`src/rtl/csla_subtractor_16_seq.sv`:
```
// Sequential 16-bit subtractor: a - b - bin evaluated as a + ~b + ~bin, one
// carry-select nibble per clock, with valid/ready handshakes on both sides.

module csla_rca4 (
    input  logic [3:0] a,
    input  logic [3:0] b,
    input  logic       cin,
    output logic [4:0] sum
);
    logic [4:0] c;

    // 4-bit ripple-carry adder; sum[4] is the carry out
    always_comb begin
        c   = '0;
        sum = '0;
        c[0] = cin;
        for (int i = 0; i < 4; i++) begin
            sum[i]   = a[i] ^ b[i] ^ c[i];
            c[i + 1] = (a[i] & b[i]) | (c[i] & (a[i] ^ b[i]));
        end
        sum[4] = c[4];
    end
endmodule

module csla_mux2 #(
    parameter int unsigned W = 5
) (
    input  logic [W-1:0] d0,
    input  logic [W-1:0] d1,
    input  logic         sel,
    output logic [W-1:0] y
);
    assign y = sel ? d1 : d0;
endmodule

module csla_subtractor_16_seq (
    input  logic        clk,
    input  logic        rst,
    input  logic [15:0] a,
    input  logic [15:0] b,
    input  logic        bin,
    input  logic        in_valid,
    output logic        in_ready,
    output logic [15:0] diff,
    output logic        bout,
    output logic        ovf,
    output logic        zero,
    output logic        out_valid,
    input  logic        out_ready
);
    localparam int unsigned W  = 16;
    localparam int unsigned NW = 4;

    typedef enum logic [1:0] {IDLE, BUSY, DONE} state_t;

    state_t        state_q, state_d;
    logic [1:0]    k_q, k_d;
    logic          carry_q, carry_d;
    logic [W-1:0]  a_q, a_d;
    logic [W-1:0]  nb_q, nb_d;
    logic [W-1:0]  diff_q, diff_d;
    logic          bout_q, bout_d;
    logic          ovf_q, ovf_d;
    logic          zero_q, zero_d;
    logic          in_ready_q, in_ready_d;
    logic          out_valid_q, out_valid_d;

    logic [3:0]    bit_base;
    logic [NW-1:0] a_nib, nb_nib;
    logic [NW:0]   s0, s1, sel_sum;

    assign bit_base = {k_q, 2'b00};
    assign a_nib    = a_q[bit_base +: NW];
    assign nb_nib   = nb_q[bit_base +: NW];

    // Carry-select stage: both candidate sums, picked by the registered carry
    csla_rca4 u_rca_c0 (.a(a_nib), .b(nb_nib), .cin(1'b0), .sum(s0));
    csla_rca4 u_rca_c1 (.a(a_nib), .b(nb_nib), .cin(1'b1), .sum(s1));
    csla_mux2 #(.W(NW + 1)) u_sel (.d0(s0), .d1(s1), .sel(carry_q), .y(sel_sum));

    always_comb begin
        state_d     = state_q;
        k_d         = k_q;
        carry_d     = carry_q;
        a_d         = a_q;
        nb_d        = nb_q;
        diff_d      = diff_q;
        bout_d      = bout_q;
        ovf_d       = ovf_q;
        zero_d      = zero_q;
        case (state_q)
            IDLE: begin
                if (in_valid) begin
                    a_d     = a;
                    nb_d    = ~b;
                    carry_d = ~bin;
                    k_d     = 2'd0;
                    state_d = BUSY;
                end
            end
            BUSY: begin
                diff_d[bit_base +: NW] = sel_sum[NW-1:0];
                carry_d = sel_sum[NW];
                k_d     = 2'(k_q + 2'd1);
                if (k_q == 2'd3) begin
                    state_d = DONE;
                    bout_d  = ~sel_sum[NW];
                    // nb_q holds ~b, so a[15]^b[15] is the inverted xor
                    ovf_d   = (a_q[W-1] ^ ~nb_q[W-1]) & (a_q[W-1] ^ sel_sum[NW-1]);
                    zero_d  = (diff_d == '0);
                end
            end
            DONE: begin
                if (out_ready) state_d = IDLE;
            end
            default: state_d = IDLE;
        endcase
        in_ready_d  = (state_d == IDLE);
        out_valid_d = (state_d == DONE);
    end

    always_ff @(posedge clk) begin
        if (rst) begin
            state_q     <= IDLE;
            k_q         <= '0;
            carry_q     <= 1'b0;
            a_q         <= '0;
            nb_q        <= '0;
            diff_q      <= '0;
            bout_q      <= 1'b0;
            ovf_q       <= 1'b0;
            zero_q      <= 1'b0;
            in_ready_q  <= 1'b1;
            out_valid_q <= 1'b0;
        end else begin
            state_q     <= state_d;
            k_q         <= k_d;
            carry_q     <= carry_d;
            a_q         <= a_d;
            nb_q        <= nb_d;
            diff_q      <= diff_d;
            bout_q      <= bout_d;
            ovf_q       <= ovf_d;
            zero_q      <= zero_d;
            in_ready_q  <= in_ready_d;
            out_valid_q <= out_valid_d;
        end
    end

    assign in_ready  = in_ready_q;
    assign out_valid = out_valid_q;
    assign diff      = diff_q;
    assign bout      = bout_q;
    assign ovf       = ovf_q;
    assign zero      = zero_q;
endmodule

```
`config.mk`:
```
export PLATFORM = sky130hd
export DESIGN_NAME = csla_subtractor_16_seq
export DESIGN_NICKNAME = d
export VERILOG_FILES = /design/src/rtl/csla_subtractor_16_seq.sv
export SDC_FILE = /design/constraint.sdc
export NUM_CORES = 1
export LEC_CHECK = 0
export ABC_AREA = 0
export BUFFER_PORTS_ARGS = -buffer_cell sky130_fd_sc_hd__buf_2
export CAP_MARGIN = 25
export CORE_MARGIN = 4
export CORE_UTILIZATION = 33
export DETAILED_ROUTE_END_ITERATION = 6
export GPL_TIMING_DRIVEN = 0
export HOLD_SLACK_MARGIN = 0.08
export PLACE_DENSITY_LB_ADDON = 0.08
export SYNTH_ARGS = -nofsm -noshare
export SYNTH_HDL_FRONTEND = slang
export SYNTH_SLANG_ARGS = --single-unit
```
`constraint.sdc`:
```
create_clock -name clk -period 3.3 [get_ports clk]
set_input_delay 0.66 -clock clk [delete_from_list [all_inputs] [get_ports clk]]
set_output_delay 0.66 -clock clk [all_outputs]
set_load 0.03 [all_outputs]
```
# ---- After elaboration in Yosys (flattened, before gate mapping)
# Index checks and enable logic that the tools add are counted.
dict set report op_classes {
  reduce_logical 7
  n_bitwise 35
  n_addsub 2
  shift 4
  eq_ne 5
  mux 10
}
# cell n
set op_table {}
lappend op_table {{variable part select 16 x 5 -> 4 bit} 2}
lappend op_table {{bitwise mux 16 bit} 1}
lappend op_table {{zero test 16 bit} 1}
lappend op_table {{inverter 16 bit} 1}
lappend op_table {{variable shift 4 x 6 -> 16 bit (first input constant)} 1}
lappend op_table {{variable part select 4 x 6 -> 16 bit} 1}
lappend op_table {{bitwise XOR 1 bit} 12}
lappend op_table {{AND 1 bit} 11}
lappend op_table {{2-to-1 mux 2 bit} 4}
lappend op_table {{OR 1 bit} 7}
lappend op_table {{== test 2 bit (second input constant)} 3}
lappend op_table {{negation 4 -> 6 bit} 1}
lappend op_table {{case mux 2 bit (3 select lines)} 1}
lappend op_table {{AND reduction 2 bit} 3}
lappend op_table {{2-to-1 mux 5 bit} 1}
lappend op_table {{zero test 2 bit} 2}
lappend op_table {{inverter 1 bit} 4}
lappend op_table {{case mux 2 bit (2 select lines)} 1}
lappend op_table {{adder 2 x 1 -> 2 bit (second input constant)} 1}
lappend op_table {{== test 2 x 1 -> 1 bit (second input constant)} 1}
lappend op_table {{!= test 2 bit (second input constant)} 1}
lappend op_table {{case mux 1 bit (2 select lines)} 1}
lappend op_table {{nonzero test 2 bit} 1}
lappend op_table {{2-to-1 mux 1 bit} 1}
dict set report word_totals {
  regBits 58
}

# ---- Logic depth before layout (Yosys ltp)
# Gate-level depths: netlist of run 1.
dict set report logic_depth {
  word_depth 13
  depth_mapped 13
}

# ---- Cells and area by module
# Synthesis of run 1 repeated with hierarchy kept, for this count alone.
dict set report hier_totals {
  cells_unflattened 301
  hier_area_um2 2796.4
}
# module area_per_inst_um2 n_inst cells_each
set by_module_without_submodules {}
lappend by_module_without_submodules {csla_subtractor_16_seq 2504.9 1 268}
lappend by_module_without_submodules {csla_rca4 117.6 2 14}
lappend by_module_without_submodules {csla_mux2 56.3 1 5}

# ---- Worst setup path before layout of run 1
# Ideal clock, no wire load.
dict set report synth_timing {
  kind {reg2reg}
  from {register k_q[0]}
  to {register zero_q, in the netlist zero}
  path_slack_ns -0.135
  required_time_ns 3.183
  n_path_buf 1
  path_stages_with_launch 14
  arrival_ns 3.318
  setup_time_ns 0.117
  path_cell_list {dfxtp_1 > buf_2 > mux4_2 > ha_1 > nor2_1 > a21oi_1 > fa_1 > inv_1 > fa_1 > fa_1 > nor3b_1 > a211oi_1 > o32a_1 > a32o_2}
}
dict set report synth_between {
  elab_chain_cells 12
}
# element line_no
set synth_lines {}
lappend synth_lines {{start, declared} 57} ;# logic [1:0] k_q, k_d;
lappend synth_lines {{start signal, assigned} 137} ;# k_q <= k_d;
lappend synth_lines {{variable part select 16 x 5 -> 4 bit, on equally long branches} {73, 74}}
lappend synth_lines {{AND 1 bit or bitwise XOR 1 bit (tied branches)} {19, 18}}
lappend synth_lines {{OR 1 bit} 19} ;# c[i + 1] = (a[i] & b[i]) | (c[i] & (a[i] ^ b[i]));
lappend synth_lines {{AND 1 bit} 19}
lappend synth_lines {{OR 1 bit} 19}
lappend synth_lines {{AND 1 bit} 19}
lappend synth_lines {{OR 1 bit} 19}
lappend synth_lines {{bitwise XOR 1 bit} 18} ;# sum[i] = a[i] ^ b[i] ^ c[i];
lappend synth_lines {{2-to-1 mux 5 bit} 33} ;# assign y = sel ? d1 : d0;
lappend synth_lines {{variable part select 4 x 6 -> 16 bit} 102} ;# diff_d[bit_base +: NW] = sel_sum[NW-1:0];
lappend synth_lines {{bitwise mux 16 bit} 102}
lappend synth_lines {{zero test 16 bit} 110} ;# zero_d = (diff_d == '0);
lappend synth_lines {{end signal, assigned} 144} ;# zero_q <= zero_d;
lappend synth_lines {{end, declared} 64} ;# logic zero_q, zero_d;
# Several ways; a longest one is shown, not always the timed one.
# A chain may end at the register's enable or synchronous reset.

# ---- Worst setup path after layout of run 1
# Ends and elaborated chain as after synthesis.

==> flow_summary.yaml, run 1 <==
cells_and_area:
  syn_to_final_growth_pct: 28.7
  nFillCells: 805
  mostFrequentLayoutCell: "buf_2"
  diodes: 0
  drive_gt1_frac: 0.318
  final_cell_mix: "buf_2 (60), dfxtp_1 (56), nand2_1 (43), nor2_1 (41), a21oi_1 (24)"
  nNetsFinal: 405
placed_design:
  place.gp.congestion: 0.844
  preCtsSetupSlack_ns: -0.431
  port_buffers: 57
  dp_hpwl_um: 5030
critical_path:
  cpMostUsedCell: "fa_2"
  arrival_ns: 3.47
  path_cells: "mux4_2 -> ha_4 -> nor2_4 -> a21oi_2 -> fa_2 -> inv_2 -> fa_2 -> fa_2 -> nor3b_2 -> a211oi_2 -> o32a_1 -> a32o_2"
  slowest_stage: "mux4_2"
  startpoint_type: "register"
  end_kind: "register"
  crit_family: "adder cells"
  cp.buffers_inverters: 1
  max_stage_delay_ns: 0.58
  reg2reg_depth: 12
  worst-path-stages: 12
  path_max_fanout: 6
  worstPathRequired_ns: 3.54
  crit_type: "reg -> reg"
floorplanning:
  initial_core_util: 0.341
  die_x_um: 97.4
  die_h_um: 97.4
  die-area_um2: 9480
  io_pins: 58
  std_cell_rows: 32
  fp.coreArea_um2: 7730
detailed_routing:
  drc: 0
  vias: 2270
  drt_first_pass_iters: 4
  drt_iter0_drc: 63
  routed_wl_um: 6930
  ant_nets: 0
  wl_per_cell_um: 14.9
  viasPerCell: 4.89
logic_synthesis:
  ys.flop_type: "dfxtp_1"
  synth_top_family_by_area: "simple AND/OR/NAND/NOR gates"
  synth_compound_area_frac: 0.179
  postSynthRegisterBits: 58
  synth_mux_area_frac: 0.0726
  synthArstFlopShare: 0
  synthCells: 285
  synthAdderAreaFrac: 0.0608
  yosys.cell_types.count: 43
  synth_edf_count: 0
  yosys_warnings: 0
  seq_area_frac_synth: 0.441
  synthSimpleGateAreaFrac: 0.199
  syn-num-nets: 333
  syn_avg_cell_area_um2: 9.25
  synth_xor_area_frac: 0.00665
  syn-cell-area_um2: 2640
cts:
  cts_root_buffer: "clkbuf_8"
  clkLatencyLatePin_ns: 0.34
  cts_buffers: 9
  max-clock-path-buffers: 2
  cts_tree: "done"
  clk_pin_slew_worst_paths_ns: 0.07
  cts.sinks: 58
  htreeDepth: 3
  ctsHoldBuffers: 0
sta:
  rsz0062_at_grt: "true"
  skew_ns: 0.00687
  post-route-period-util: 0.980
  fmax_mhz: 309
  min_period_ns: 3.23
  slew_viol_final: 0
  fin_ws_ns: 0.0665
  hold_viol: 0
  finalSetupViolations: 0
  worst_pin_slew_ns: 0.560
  max-slew-margin-rel: 0.625
global_routing:
  grt_max_degree: 11
  overflow: 0
  grt_pass1_wl_um: 11400
  grt.total_usage: 0.151
  grt_pass1_vias: 2262
  antenna_found_initial: 0
power_and_ir_drop:
  p_leak_nw: 1.39
  total_power_w: 0.00185
  powerDensity_nw_per_um2: 545
  vdd.ir_drop.worst_mv: 0.239
run_status:
  status: "complete, no violations"
worst_hold_path:
  hold_path_class: "reg -> reg"
  hold_depth: 2
job:
  max_cap_violations: 0
==> flip-flops by register name (all words and copies together), names as in the netlist <==
| register | count |
|---|---|
| carry_q | 1 |
| state_q | 2 |
| k_q | 2 |
| bout | 1 |
| in_ready | 1 |
| a_q | 16 |
| diff | 16 |
| out_valid | 1 |
| ovf | 1 |
| nb_q | 16 |
| zero | 1 |
==> where the power goes <==
group / total, W / switching (W) / leakage, nW / internal [W]
Clock: 0.000829 / 0.000289 / 0.129 / 0.000540
Combinational: 0.000260 / 0.000147 / 0.783 / 0.000113
Sequential: 0.000757 / 0.0000223 / 0.476 / 0.000735
Total: 0.00185 / 0.000459 / 1.39 / 0.00139
==> repair_timing <==
| item | CTS | global route |
|---|---|---|
| pin swaps | 1 | 9 |
| endpoints found under the hold margin | 0 | 0 |
| endpoints found under the setup margin | 10 | 6 |
| buffers inserted | 3 | 2 |
| resized for setup | 9 | 11 |
==> cell usage after synthesis (all sizes together), types with 4 or more instances <==
cell type	n	share of area
dfxtp	58	0.44
nand2	43	0.061
nor2	42	0.060
a21oi	25	0.047
a211oi	18	0.051
a22oi	13	0.037
clkbuf	11	0.016
inv	9	0.013
ha	8	0.038
mux4	8	0.068
buf	6	0.013
a32oi	4	0.013
==> layout make-up <==
type                    count  area [µm²]  share of cell area
inverters                   9        33.8             0.00996
well taps                 102         128              0.0376
plain buffers              16        81.3              0.0240
repair buffers             62         323              0.0952
clock inverters             5         100              0.0295
flip-flops and latches     58        1170               0.344
clock buffers              11         151              0.0446
multi-input cells         201        1410               0.415
==> tightest hold or removal path, cell delays in order, from the launching register on <==
cell     delay (ns)
dfxtp_1        0.31
nand2_1        0.05
a21oi_1        0.05
==> kinds of logic after synthesis <==
kind of cell | count (synthesis)
DFF | 58
buffers and inverters | 26
AOI/OAI and AO/OA | 69
muxes | 9
and+or+nand+nor | 110
xor gates and xnor gates | 2
adders and majority gates | 11
==> path summary, 6_finish.rpt <==
kind,slack (ns),start,end
worst max-delay path,0.07,k_q[0],zero
worst min-delay path,0.45,a_q[10],a_q[10]
worst max register to register,0.07,k_q[0],zero
worst min register to register,0.45,a_q[10],a_q[10]
==> stage by stage <==
stage / utilization / hold slack (ns) / area, µm² / instances / TNS, ns
floorplan: - / 0.433 / 2640 / 285 / 0
global route: 0.439 / 0.477 / 3390 / 464 / -0.0508
finish: 0.439 / 0.454 / 3390 / 464 / 0
CTS: 0.435 / 0.456 / 3360 / 463 / 0
global placement: 0.395 / 0.443 / 3060 / 444 / -2.13
detailed placement: 0.395 / 0.447 / 3060 / 444 / -2.13
==> per-layer routing <==
metal  track usage  vias to the layer above  part of all wire
met2         0.237                       42              0.47
met1         0.197                     1061              0.48
li1              -                     1158                 -
met5             0                        -                 0
met4        0.0479                        0             0.013
met3        0.0495                        9             0.041
Power figures use the tool's default switching activity.
==> inputs of run 2 (changes only) <==
--- a/config.mk
+++ b/config.mk
@@ -9,11 +9,11 @@
 export BUFFER_PORTS_ARGS = -buffer_cell sky130_fd_sc_hd__buf_2
 export CAP_MARGIN = 25
 export CORE_MARGIN = 4
-export CORE_UTILIZATION = 33
+export CORE_UTILIZATION = 30
 export DETAILED_ROUTE_END_ITERATION = 6
 export GPL_TIMING_DRIVEN = 0
 export HOLD_SLACK_MARGIN = 0.08
-export PLACE_DENSITY_LB_ADDON = 0.08
+export PLACE_DENSITY_LB_ADDON = 0.15
 export SYNTH_ARGS = -nofsm -noshare
 export SYNTH_HDL_FRONTEND = slang
 export SYNTH_SLANG_ARGS = --single-unit
==> constraint.sdc (replaced) <==
create_clock -name clk -period 4.05 [get_ports clk]
set_input_delay 0.81 -clock clk [delete_from_list [all_inputs] [get_ports clk]]
set_output_delay 0.81 -clock clk [all_outputs]
set_load 0.03 [all_outputs]
==> run 2 against run 1 <==
Effect of this change:
- register-to-register slack improved by 0.24 ns
- design area decreased by 3.5%
- clock power decreased by 28%
- via count decreased by 2.1%
- global-route usage decreased by 0.87 points
- critical endpoint unchanged
- critical path depth increased by 1
- utilization decreased by 4.8 points
- clock skew decreased by 0.0012 ns
- sequential cell count unchanged
- hold slack improved by 0.00056 ns
==> flow_summary.yaml, run 2 (synthesized netlist as in run 1, its figures left out) <==
cells_and_area:
  nFillCells: 902
  nNetsFinal: 401
  final_cell_mix: "buf_2 (60), dfxtp_1 (58), nand2_1 (43), nor2_1 (42), a21oi_1 (25)"
  drive_gt1_frac: 0.268
  mostFrequentLayoutCell: "buf_2"
  syn_to_final_growth_pct: 24.2
  diodes: 0
  final_cell_area_um2: 3270
floorplanning:
  std_cell_rows: 33
  initial_core_util: 0.314
  die_h_um: 102
  die-area_um2: 10300
  die_x_um: 102
  fp.coreArea_um2: 8380
  io_pins: 58
worst_hold_path:
  hold_start: "a_q[2]"
  hold_path_class: "reg -> reg"
cts:
  clk_pin_slew_worst_paths_ns: 0.07
  cts.sinks: 58
  ctsHoldBuffers: 0
  cts_tree: "done"
  clkLatencyLatePin_ns: 0.34
  cts_buffers: 9
  max-clock-path-buffers: 2
  htreeDepth: 3
  cts_root_buffer: "clkbuf_8"
sta:
  worst_pin_slew_ns: 0.653
  slew_viol_final: 0
  hold_viol: 0
  skew_ns: 0.00567
  fmax_mhz: 267
  min_period_ns: 3.74
  post-route-period-util: 0.924
  rsz0062_at_grt: "false"
  finalSetupViolations: 0
  max-slew-margin-rel: 0.565
  totalNegativeSetupSlack_ns: 0
  hold_ws_ns: 0.455
detailed_routing:
  routed_wl_um: 6820
  drt_first_pass_iters: 4
  vias: 2223
  drt_iter0_drc: 101
  viasPerCell: 4.80
  wl_per_cell_um: 14.7
  drc: 0
  ant_nets: 0
critical_path:
  crit_type: "reg -> reg"
  path_max_fanout: 10
  startpoint: "k_q[0]"
  startpoint_type: "register"
  reg2reg_depth: 13
  worstSetupEndpoint: "zero"
  worstPathRequired_ns: 4.28
  regToRegSetupSlack_ns: 0.31
  arrival_ns: 3.97
  end_kind: "register"
  worst_r2r_startpoint: "k_q[0]"
  r2r_end: "zero"
power_and_ir_drop:
  vdd.ir_drop.worst_mv: 0.160
  powerDensity_nw_per_um2: 430
  p_leak_nw: 1.34
global_routing:
  antenna_found_initial: 0
  grt_pass1_wl_um: 11200
  grt_pass1_vias: 2234
  grt.total_usage: 0.143
  overflow: 0
  grt_max_degree: 11
job:
  max_cap_violations: 0
placed_design:
  dp_hpwl_um: 5020
  place.gp.congestion: 0.772
  port_buffers: 57
  place_area_um2: 3050
run_status:
  status: "complete, no violations"
## run 2: cell types whose count changed in the layout (fill, tap and decap cells not counted), moves of 2 or more
cell and change:
inv_2 -2, dfxtp_1 +2, ha_1 +2, inv_1 +2, clkbuf_1 +2, fa_1 +3
fa_2 -3, clkbuf_8 -2, buf_4 -5
## run 2: worst min path at each step
stage,end,slack (ns),cells past startpoint
after floorplan,a_q[10],0.43,2
after global placement,a_q[5],0.44,2
after detailed placement,a_q[1],0.45,2
after CTS,a_q[2],0.46,2
after global routing,a_q[1],0.48,2
final,a_q[2],0.45,2
## run 2: report_power, final
group,switching (W),internal (W)
Combinational,0.000115,0.0000836
Sequential,0.0000167,0.000599
Clock,0.000233,0.000361
## run 2: final cells by class
type | instances | area (µm²) | area share
Inverter | 9 | 33.8 | 0.0103
Buffer | 17 | 78.8 | 0.0241
Clock buffer | 11 | 141 | 0.0432
Sequential cell | 58 | 1160 | 0.355
Clock inverter | 5 | 77.6 | 0.0237
Tap cell | 105 | 131 | 0.0401
Timing Repair Buffer | 57 | 285 | 0.0872
Multi-Input combinational cell | 201 | 1360 | 0.417
## run 2: critical path, cell delays in order, from the launching register on
cell      delay [ns]
dfxtp_1         0.50
clkbuf_4        0.35
mux4_2          0.58
ha_1            0.22
nor2_1          0.08
a21oi_1         0.05
fa_1            0.36
inv_1           0.07
fa_1            0.17
fa_1            0.48
nor3b_1         0.22
a211oi_1        0.10
o32a_1          0.19
a32o_2          0.26
## run 2: through the flow
stage | utilization | worst slack, ns | cells | total power [W]
floorplan | - | 0.615 | 285 | 0.000762
global placement | 0.364 | 0.264 | 447 | 0.000826
detailed placement | 0.364 | 0.239 | 447 | 0.000828
CTS | 0.390 | 0.214 | 463 | 0.00143
global route | 0.391 | 0.0704 | 463 | 0.00148
finish | 0.391 | 0.308 | 463 | 0.00141
## run 2: routing by layer
layer,track usage,vias up,share of wire
met3,0.0537,4,0.048
met4,0.0368,0,0.0067
met5,0,-,0
met1,0.181,1018,0.48
met2,0.229,55,0.47
li1,-,1146,-
## run 2: timing repair
action,4_1_cts,5_1_grt
hold endpoints to repair,0,0
resized for setup,0,1
setup endpoints to repair,0,1
setup buffers,0,0
